### config.mk
export PLATFORM = sky130hd
export DESIGN_NAME = pc_sequencer
export DESIGN_NICKNAME = d
export VERILOG_FILES = /design/src/rtl/picomips_pkg.sv /design/src/rtl/retire_counter.sv /design/src/rtl/pc_sequencer.sv
export SDC_FILE = /design/constraint.sdc
export NUM_CORES = 1
export LEC_CHECK = 0
export ABC_AREA = 0
export BUFFER_PORTS_ARGS = -buffer_cell sky130_fd_sc_hd__buf_4
export CORE_MARGIN = 2
export CORE_UTILIZATION = 47
export DETAILED_ROUTE_END_ITERATION = 8
export PLACE_DENSITY_LB_ADDON = 0.25
export REMOVE_ABC_BUFFERS = 1
export SLEW_MARGIN = 25
export SYNTH_ARGS = -nofsm -noshare
export SYNTH_HDL_FRONTEND = slang
export SYNTH_SLANG_ARGS = --single-unit
### constraint.sdc
create_clock -name clk -period 1.8 [get_ports clk]
set_input_delay 0 -clock clk [delete_from_list [all_inputs] [get_ports clk]]
set_output_delay 0 -clock clk [all_outputs]
set_load 0.01 [all_outputs]
### src/rtl/picomips_pkg.sv
// Shared types for the picoMIPS fetch/execute controller: opcode classes,
// sequencer states and the bundle of per-cycle control strobes.
package picomips_pkg;

  typedef enum logic [2:0] {
    OP_ALU,
    OP_LDI,
    OP_BEQ,
    OP_BNE,
    OP_JMP,
    OP_IN,
    OP_OUT,
    OP_HLT
  } op_class_t;

  typedef enum logic [2:0] {
    S_FETCH,
    S_EXEC,
    S_WAIT_IN,
    S_WAIT_OUT,
    S_HALT
  } seq_state_t;

  // One cycle's worth of sequencer outputs, decoded together so the reset
  // gating and the retire detection operate on a single value.
  typedef struct packed {
    logic ir_load;
    logic reg_we;
    logic in_ack;
    logic out_valid;
    logic pc_inc;
    logic pc_branch_abs;
    logic pc_branch_rel;
    logic halted;
  } seq_ctrl_t;

  localparam seq_ctrl_t CTRL_IDLE = '0;

  // An instruction retires in any cycle that moves the program counter.
  function automatic logic is_retire(input seq_ctrl_t c);
    return c.pc_inc | c.pc_branch_abs | c.pc_branch_rel;
  endfunction

endpackage

### src/rtl/retire_counter.sv
// Saturating count of retired instructions; sticks at all-ones instead of
// wrapping so software can tell an overflowed count from a small one.
module retire_counter #(
  parameter int CNT_W = 16
) (
  input  logic             clk,
  input  logic             rst,
  input  logic             inc,
  output logic [CNT_W-1:0] count
);

  // NOTE: sequential state is written only with non-blocking assignments so
  // every flop samples the pre-edge value of every other flop.
  always_ff @(posedge clk) begin
    if (rst) begin
      count <= '0;
    end else if (inc && (count != '1)) begin
      count <= count + CNT_W'(1);
    end
  end

endmodule

### src/rtl/pc_sequencer.sv
// Multi-cycle fetch/execute controller for picoMIPS. Mealy decode of state
// and inputs; SEQ_SINGLE_STEP_EN adds a stepReq gate on instruction fetch.
module pc_sequencer
  import picomips_pkg::*;
#(
  parameter int OP_W  = 3,
  parameter int CNT_W = 16
) (
  input  logic             clk,
  input  logic             rst,
`ifdef SEQ_SINGLE_STEP_EN
  input  logic             stepReq,
`endif
  input  logic [OP_W-1:0]  opClass,
  input  logic             zero,
  input  logic             inValid,
  output logic             inAck,
  output logic             outValid,
  input  logic             outReady,
  output logic             irLoad,
  output logic             regWe,
  output logic             pcInc,
  output logic             pcBranchAbs,
  output logic             pcBranchRel,
  output logic             halted,
  output logic [CNT_W-1:0] instrCount
);

  seq_state_t state, state_nxt;
  seq_ctrl_t  ctrl, ctrl_q;
  op_class_t  op;

  assign op = op_class_t'(opClass);

  // NOTE: every signal driven here gets a default before the case statement,
  // so no path leaves it unassigned and no latch is inferred.
  always_comb begin
    ctrl      = CTRL_IDLE;
    state_nxt = state;
    unique case (state)
      S_FETCH: begin
`ifdef SEQ_SINGLE_STEP_EN
        if (stepReq) begin
          ctrl.ir_load = 1'b1;
          state_nxt    = S_EXEC;
        end
`else
        ctrl.ir_load = 1'b1;
        state_nxt    = S_EXEC;
`endif
      end
      S_EXEC: begin
        state_nxt = S_FETCH;
        unique case (op)
          OP_ALU, OP_LDI: begin
            ctrl.reg_we = 1'b1;
            ctrl.pc_inc = 1'b1;
          end
          OP_BEQ: begin
            ctrl.pc_branch_rel = zero;
            ctrl.pc_inc        = ~zero;
          end
          OP_BNE: begin
            ctrl.pc_branch_rel = ~zero;
            ctrl.pc_inc        = zero;
          end
          OP_JMP: ctrl.pc_branch_abs = 1'b1;
          OP_IN:  state_nxt = S_WAIT_IN;
          OP_OUT: state_nxt = S_WAIT_OUT;
          OP_HLT: state_nxt = S_HALT;
          default: ;
        endcase
      end
      S_WAIT_IN: begin
        if (inValid) begin
          ctrl.reg_we = 1'b1;
          ctrl.in_ack = 1'b1;
          ctrl.pc_inc = 1'b1;
          state_nxt   = S_FETCH;
        end
      end
      S_WAIT_OUT: begin
        // outValid is held for the whole wait and drops once we leave.
        ctrl.out_valid = 1'b1;
        if (outReady) begin
          ctrl.pc_inc = 1'b1;
          state_nxt   = S_FETCH;
        end
      end
      S_HALT: ctrl.halted = 1'b1;
      default: state_nxt = S_FETCH;
    endcase
  end

  // The reset cycle is silent: no fetch, no ack, no PC movement.
  assign ctrl_q = rst ? CTRL_IDLE : ctrl;

  always_ff @(posedge clk) begin
    if (rst) begin
      state <= S_FETCH;
    end else begin
      state <= state_nxt;
    end
  end

  assign irLoad      = ctrl_q.ir_load;
  assign regWe       = ctrl_q.reg_we;
  assign inAck       = ctrl_q.in_ack;
  assign outValid    = ctrl_q.out_valid;
  assign pcInc       = ctrl_q.pc_inc;
  assign pcBranchAbs = ctrl_q.pc_branch_abs;
  assign pcBranchRel = ctrl_q.pc_branch_rel;
  assign halted      = ctrl_q.halted;

  retire_counter #(
    .CNT_W(CNT_W)
  ) u_retire_counter (
    .clk  (clk),
    .rst  (rst),
    .inc  (is_retire(ctrl_q)),
    .count(instrCount)
  );

  a_one_pc_strobe: assert property (@(posedge clk)
    $onehot0({pcInc, pcBranchAbs, pcBranchRel}));

  a_no_load_and_write: assert property (@(posedge clk)
    !(irLoad && regWe));

endmodule
Yosys cells after proc, flatten, opt, wreduce, memory -nomap -nowiden
Index checks and enable logic that the tools add are counted.
{"block": "word_totals", "elab_cells": 45, "in_bits": 8, "regBits": 19, "output_inout_bits": 24}
{"block": "classes", "muxes": 19, "bitwise": 4, "addsub": 1, "n_eq_ne": 14, "n_reduce_logical": 5}
{"op": "16-bit by 1-bit adder with 16-bit output (second input constant)", "n": 1}
{"op": "16-bit inequality test (second input constant)", "n": 1}
{"op": "3-bit equality test (second input constant)", "n": 5}
{"op": "3-bit case mux with 5 select lines", "n": 1}
{"op": "3-bit by 2-bit equality test with 1-bit output (second input constant)", "n": 4}
{"op": "3-bit case mux with 3 select lines", "n": 1}
{"op": "1-bit 2-to-1 mux", "n": 8}
{"op": "8-bit 2-to-1 mux", "n": 1}
{"op": "3-bit by 1-bit equality test with 1-bit output (second input constant)", "n": 2}
{"op": "3-bit zero test", "n": 2}
{"op": "3-bit 2-to-1 mux", "n": 2}
{"op": "1-bit case mux with 3 select lines", "n": 2}
{"op": "2-bit 2-to-1 mux", "n": 2}
{"op": "2-bit inequality test (second input constant)", "n": 2}
{"op": "1-bit case mux with 2 select lines", "n": 2}
{"op": "3-bit AND reduction", "n": 1}
{"op": "1-bit inverter", "n": 2}
{"op": "1-bit OR", "n": 2}
{"op": "2-bit OR reduction", "n": 1}
{"op": "1-bit logical AND", "n": 1}

Logic depth before layout (Yosys ltp)
{"block": "logic_depth", "depth_word": 8, "ltp_mapped": 7, "depth_no_buf": 5}

By module
Synthesis repeated with hierarchy kept, for this count alone.
{"block": "unflattened", "cells_unflattened": 137, "hier_area_um2": 1173.6}
{"mod": "retire_counter", "area_each_um2": 848.3, "seq_area_each_um2": 320.3, "cells_each": 99, "n_inst": 1}
{"mod": "pc_sequencer", "area_each_um2": 325.3, "seq_area_each_um2": 60.1, "cells_each": 38, "n_inst": 1}

Worst setup path before layout
OpenSTA, ideal clock, no wires.
{"block": "synth_timing", "kind": "reg-to-reg", "start": "register state[0]", "end": "register u_retire_counter.count[9]", "required_time_ns": 1.679, "slack_ns": -0.192, "path_stages_with_launch": 7, "setup_time_ns": 0.121, "t_arrival_ns": 1.871, "synth_period_minus_slack_ns": 1.992, "n_path_buf": 2, "path_cell_list": "dfxtp_1 buf_4 or4b_4 o32a_2 buf_6 nor4_2 mux2_2"}
{"block": "synth_between", "elab_chain_len": 6, "word_cells_on_any_way": 9, "cone_classes": "3 x eq/ne; 3 x mux; 2 x bitwise; 1 x reduce/logical"}
{"item": "from (decl)", "line": "pc_sequencer.sv:29", "text": "seq_state_t state, state_nxt;"}
{"item": "from (signal assigned)", "line": "pc_sequencer.sv:102", "text": "state <= state_nxt;"}
{"item": "3-bit by 2-bit equality test with 1-bit output / 3-bit by 1-bit equality test with 1-bit output (equally long branches)", "line": "pc_sequencer.sv:40", "text": "unique case (state)"}
{"item": "1-bit case mux with 3 select lines / 2-bit 2-to-1 mux (equally long branches)", "line": "pc_sequencer.sv:40"}
{"item": "8-bit 2-to-1 mux *", "line": "pc_sequencer.sv:96", "text": "assign ctrl_q = rst ? CTRL_IDLE : ctrl;"}
{"item": "1-bit OR", "line": "picomips_pkg.sv:41", "text": "return c.pc_inc | c.pc_branch_abs | c.pc_branch_rel;"}
{"item": "1-bit OR *", "line": "picomips_pkg.sv:41"}
{"item": "1-bit logical AND *", "line": "retire_counter.sv:17", "text": "end else if (inc && (count != '1)) begin"}
{"item": "to (signal assigned)", "line": "retire_counter.sv:18", "text": "count <= count + CNT_W'(1);"}
{"item": "to (decl)", "line": "retire_counter.sv:9", "text": "output logic [CNT_W-1:0] count"}
Every way passes the cells marked *; elsewhere a longest branch is shown, timed or not.
A chain may end at the register's enable or synchronous reset.

Worst setup path in the final report
{"block": "layout_timing", "start": "register state[2]", "end": "register u_retire_counter.count[7]"}
The elaborated chain is that of the path after synthesis.

==> flow_metrics.py <==
metrics = {
    "power": {
        "leakage_nw": 0.674,
        "p_per_area_nw_per_um2": 484,
        "max-vdd-ir-drop_v": 0.000596,
        "power.total_w": 0.000871,
    },
    "cts": {
        "worstSkewPairLatency_ns": 0.31,
        "root_buffer": "clkbuf_4",
        "cts_tree": "done",
        "ctsHoldBuffers": 0,
        "path_clk_slew_ns": 0.12,
        "clk_path_buf_depth": 2,
        "cts_buffers": 3,
        "cts.sinks": 19,
        "h-tree-depth": 1,
    },
    "detailed_routing": {
        "drt_iter0_drc": 76,
        "drt_pass1_iterations": 4,
        "met3_length_um": 240,
        "drt.antenna.violating_nets": 0,
        "wl_per_cell_um": 17.7,
        "vias_per_cell": 6.57,
        "wirelength_um": 3970,
        "wl_met1_um": 1760,
        "topRoutingLayerUsed": "met4",
        "drc_errors": 0,
        "dr_wl_met2_um": 1910,
        "vias": 1471,
    },
    "synthesis": {
        "synth.most_common_cell": "dfxtp_1",
        "ys_async_sr_fraction_pct": 0,
        "synth-seq-area-share_pct": 30.3,
        "netlist_instances": 149,
        "synth_area_um2": 1250,
        "synthTopCellsByCount": "dfxtp_1, nand4_1, nor2_1, a21oi_1, nand2_1",
        "synth_compound_area_share_pct": 19.5,
        "synth_top_family_by_area": "simple AND/OR/NAND/NOR gates",
        "yosysTopAreaCell": "dfxtp_1",
        "syn_avg_cell_area_um2": 8.42,
        "netlist_top_cells_area": "dfxtp_1, nand4_1, or4_1",
        "ys_seq_elements": 19,
        "synth-main-ff-cell": "dfxtp_1",
        "synth-edff-count": 0,
        "synth_top_area_share_pct": 30.3,
        "yosys.area_share.simple_pct": 37.5,
        "yosysUniqueCellTypes": 44,
        "yosysWarningCount": 0,
        "synthXorXnorAreaFrac_pct": 1.40,
        "synth.area.mux_share_pct": 4.39,
        "synth_fa_ha_area_share_pct": 0.997,
    },
    "sta": {
        "relSlewSlack_pct": 78.2,
        "fmax_mhz": 521,
        "setup_viol": 10,
        "drv_slew": 0,
        "period_share_pct": 107,
        "hold_viol_final": 0,
        "tightestPinTransition_ns": 0.321,
        "period_minus_slack_ns": 1.92,
        "hold_ws_ns": 0.0423,
        "setup_ws_ns": -0.119,
        "rsz0062_at_grt": "yes",
        "skew_ns": 0.0135,
    },
    "run_status": {
        "status": "complete, but fails checks",
        "violations": "negative setup slack",
    },
    "global_routing": {
        "grt_max_degree": 29,
        "grt_pass1_wl_um": 6290,
        "grt_pass1_vias": 1301,
        "grt_remaining_overflow": 0,
        "antenna_found_initial": 0,
        "grtUsageTotal_pct": 25.1,
    },
    "floorplan": {
        "core_um2": 2500,
        "die_h_um": 55.7,
        "io_pins": 32,
        "start_util_pct": 50.2,
        "die_x_um": 55.7,
        "die-area_um2": 3100,
        "num_rows": 18,
    },
    "finish": {
        "drive_gt1_share_pct": 44.3,
        "diodes": 0,
        "num-nets-final": 204,
        "fillCellCount": 192,
        "area_delta_synth_final_pct": 43.5,
    },
    "critical_path": {
        "cp_num_buf_inv": 0,
        "max_stage_delay_ns": 0.55,
        "path_cells": "or4b_4 > o32a_4 > or4_4 > a21oi_2",
        "cp-start-kind": "register",
        "path_class": "register to register",
        "cpLargestDelayFamily": "simple AND/OR/NAND/NOR gates",
        "r2r_start": "state[2]$_SDFFE_PP0P_",
        "rrSetupSlack_ns": -0.12,
        "reg2reg_depth": 4,
        "path_max_fanout": 8,
        "critPathRequiredTime_ns": 2.05,
        "critical_path.slowest_cell": "or4b_4",
        "crit_cells": 4,
        "endpoint_kind": "register",
        "timing.rr.end": "u_retire_counter.count[7]$_SDFFE_PP0P_",
        "critPathArrivalTime_ns": 2.17,
    },
    "min_path": {
        "min_to": "state[2]$_SDFFE_PP0P_",
        "min_from": "opClass[1]",
        "hold_path.class": "input pin to register",
        "whs_path_depth": 3,
    },
    "placed_design": {
        "globalplace.congestion": 0.863,
        "dp_slack_ns": -0.191,
        "hpwl_um": 2530,
        "io_buffers": 31,
    },
    "job": {
        "max-cap-violations": 0,
    },
}
-- registers in the layout, summed over array words and instances (netlist names) --
signal,count
u_retire_counter.count,16
state,3
-- final cells by class --
cell class | instances | area [um^2] | area share (%)
timing repair buffer | 51 | 394 | 21.9
multi-input combinational | 117 | 946 | 52.5
clock buffer | 3 | 22.5 | 1.25
clock inverter | 1 | 5.00 | 0.278
sequential | 19 | 384 | 21.3
inverter | 3 | 11.3 | 0.625
tap | 30 | 37.5 | 2.08
-- metal layers --
layer | vias to the layer above | global-route usage, %
met5 | - | 0
met4 | 0 | 7.32
met3 | 6 | 8.14
met2 | 51 | 38.9
met1 | 730 | 33.3
li1 | 684 | -
-- worst register-to-register path, delay by kind of cell, from the launching register on --
family | cells | cell delay [ns]
AND/OR/NAND/NOR | 2 | 1.08
AO/OA/AOI/OAI | 2 | 0.44
flip-flops | 1 | 0.35
-- layout by cell type, fill, tap and decap left out, drive strengths merged, types with 2 or more instances in the layout --
cell / netlist / routed
buf: 4 / 51
dfxtp: 19 / 19
nand4: 10 / 10
nor2: 10 / 10
nand2: 8 / 8
a21oi: 8 / 8
or4: 6 / 6
nor3: 5 / 5
o31ai: 5 / 5
nand3: 5 / 5
nor2b: 4 / 4
or3: 4 / 4
o21ai: 4 / 4
and4: 4 / 4
and3: 4 / 4
mux2: 4 / 4
o41ai: 4 / 4
nor4: 4 / 4
inv: 3 / 3
a31oi: 3 / 3
o311ai: 3 / 3
clkbuf: 7 / 3
nor4b: 3 / 3
or2b: 2 / 2
xor2: 2 / 2
and2: 2 / 2
a211oi: 2 / 2
a221oi: 2 / 2
o32a: 1 / 2
-- timing repair --
action | CTS | global route
buffers inserted | 0 | 3
resized for setup | 10 | 22
pin swaps | 9 | 8
gates cloned | 1 | 0
setup endpoints to repair | 14 | 16
endpoints found under the hold margin | 0 | 0
-- power breakdown --
group          leakage, nW  total (W)  internal (W)  switching, W
Sequential           0.155   0.000435      0.000430    0.00000547
Combinational        0.502   0.000207     0.0000937      0.000113
Clock               0.0177   0.000229     0.0000831      0.000145
-- cells by family after synthesis --
group,Yosys count
AO/OA/AOI/OAI,35
XOR/XNOR,2
adder cells (fa/ha/maj),1
buffers and inverters,14
flip-flops,19
multiplexers,5
AND/OR/NAND/NOR,73
-- worst max-delay path by stage --
stage | from | end | slack (ns)
detailed placement | state[2]$_SDFFE_PP0P_ | u_retire_counter.count[3]$_SDFFE_PP0P_ | -0.19
floorplan | state[0]$_SDFFE_PP0P_ | u_retire_counter.count[9]$_SDFFE_PP0P_ | -0.19
global route | state[2]$_SDFFE_PP0P_ | u_retire_counter.count[7]$_SDFFE_PP0P_ | -0.14
CTS | state[1]$_SDFFE_PP0P_ | u_retire_counter.count[15]$_SDFFE_PP0P_ | -0.07
global placement | state[2]$_SDFFE_PP0P_ | u_retire_counter.count[9]$_SDFFE_PP0P_ | -0.13
finish | state[2]$_SDFFE_PP0P_ | u_retire_counter.count[7]$_SDFFE_PP0P_ | -0.12
-- stage by stage --
step           instances  TNS, ns  util (%)  instance area, um^2
2_1_floorplan        138    -1.39         -                 1190
3_3_place_gp         216    -1.19      63.6                 1590
3_5_place_dp         216    -1.72      63.6                 1590
4_1_cts              221   -0.576      67.3                 1680
5_1_grt              224    -1.23      72.0                 1800
6_report             224   -0.573      72.0                 1800
Note: power is estimated with default switching activity, not from simulation.
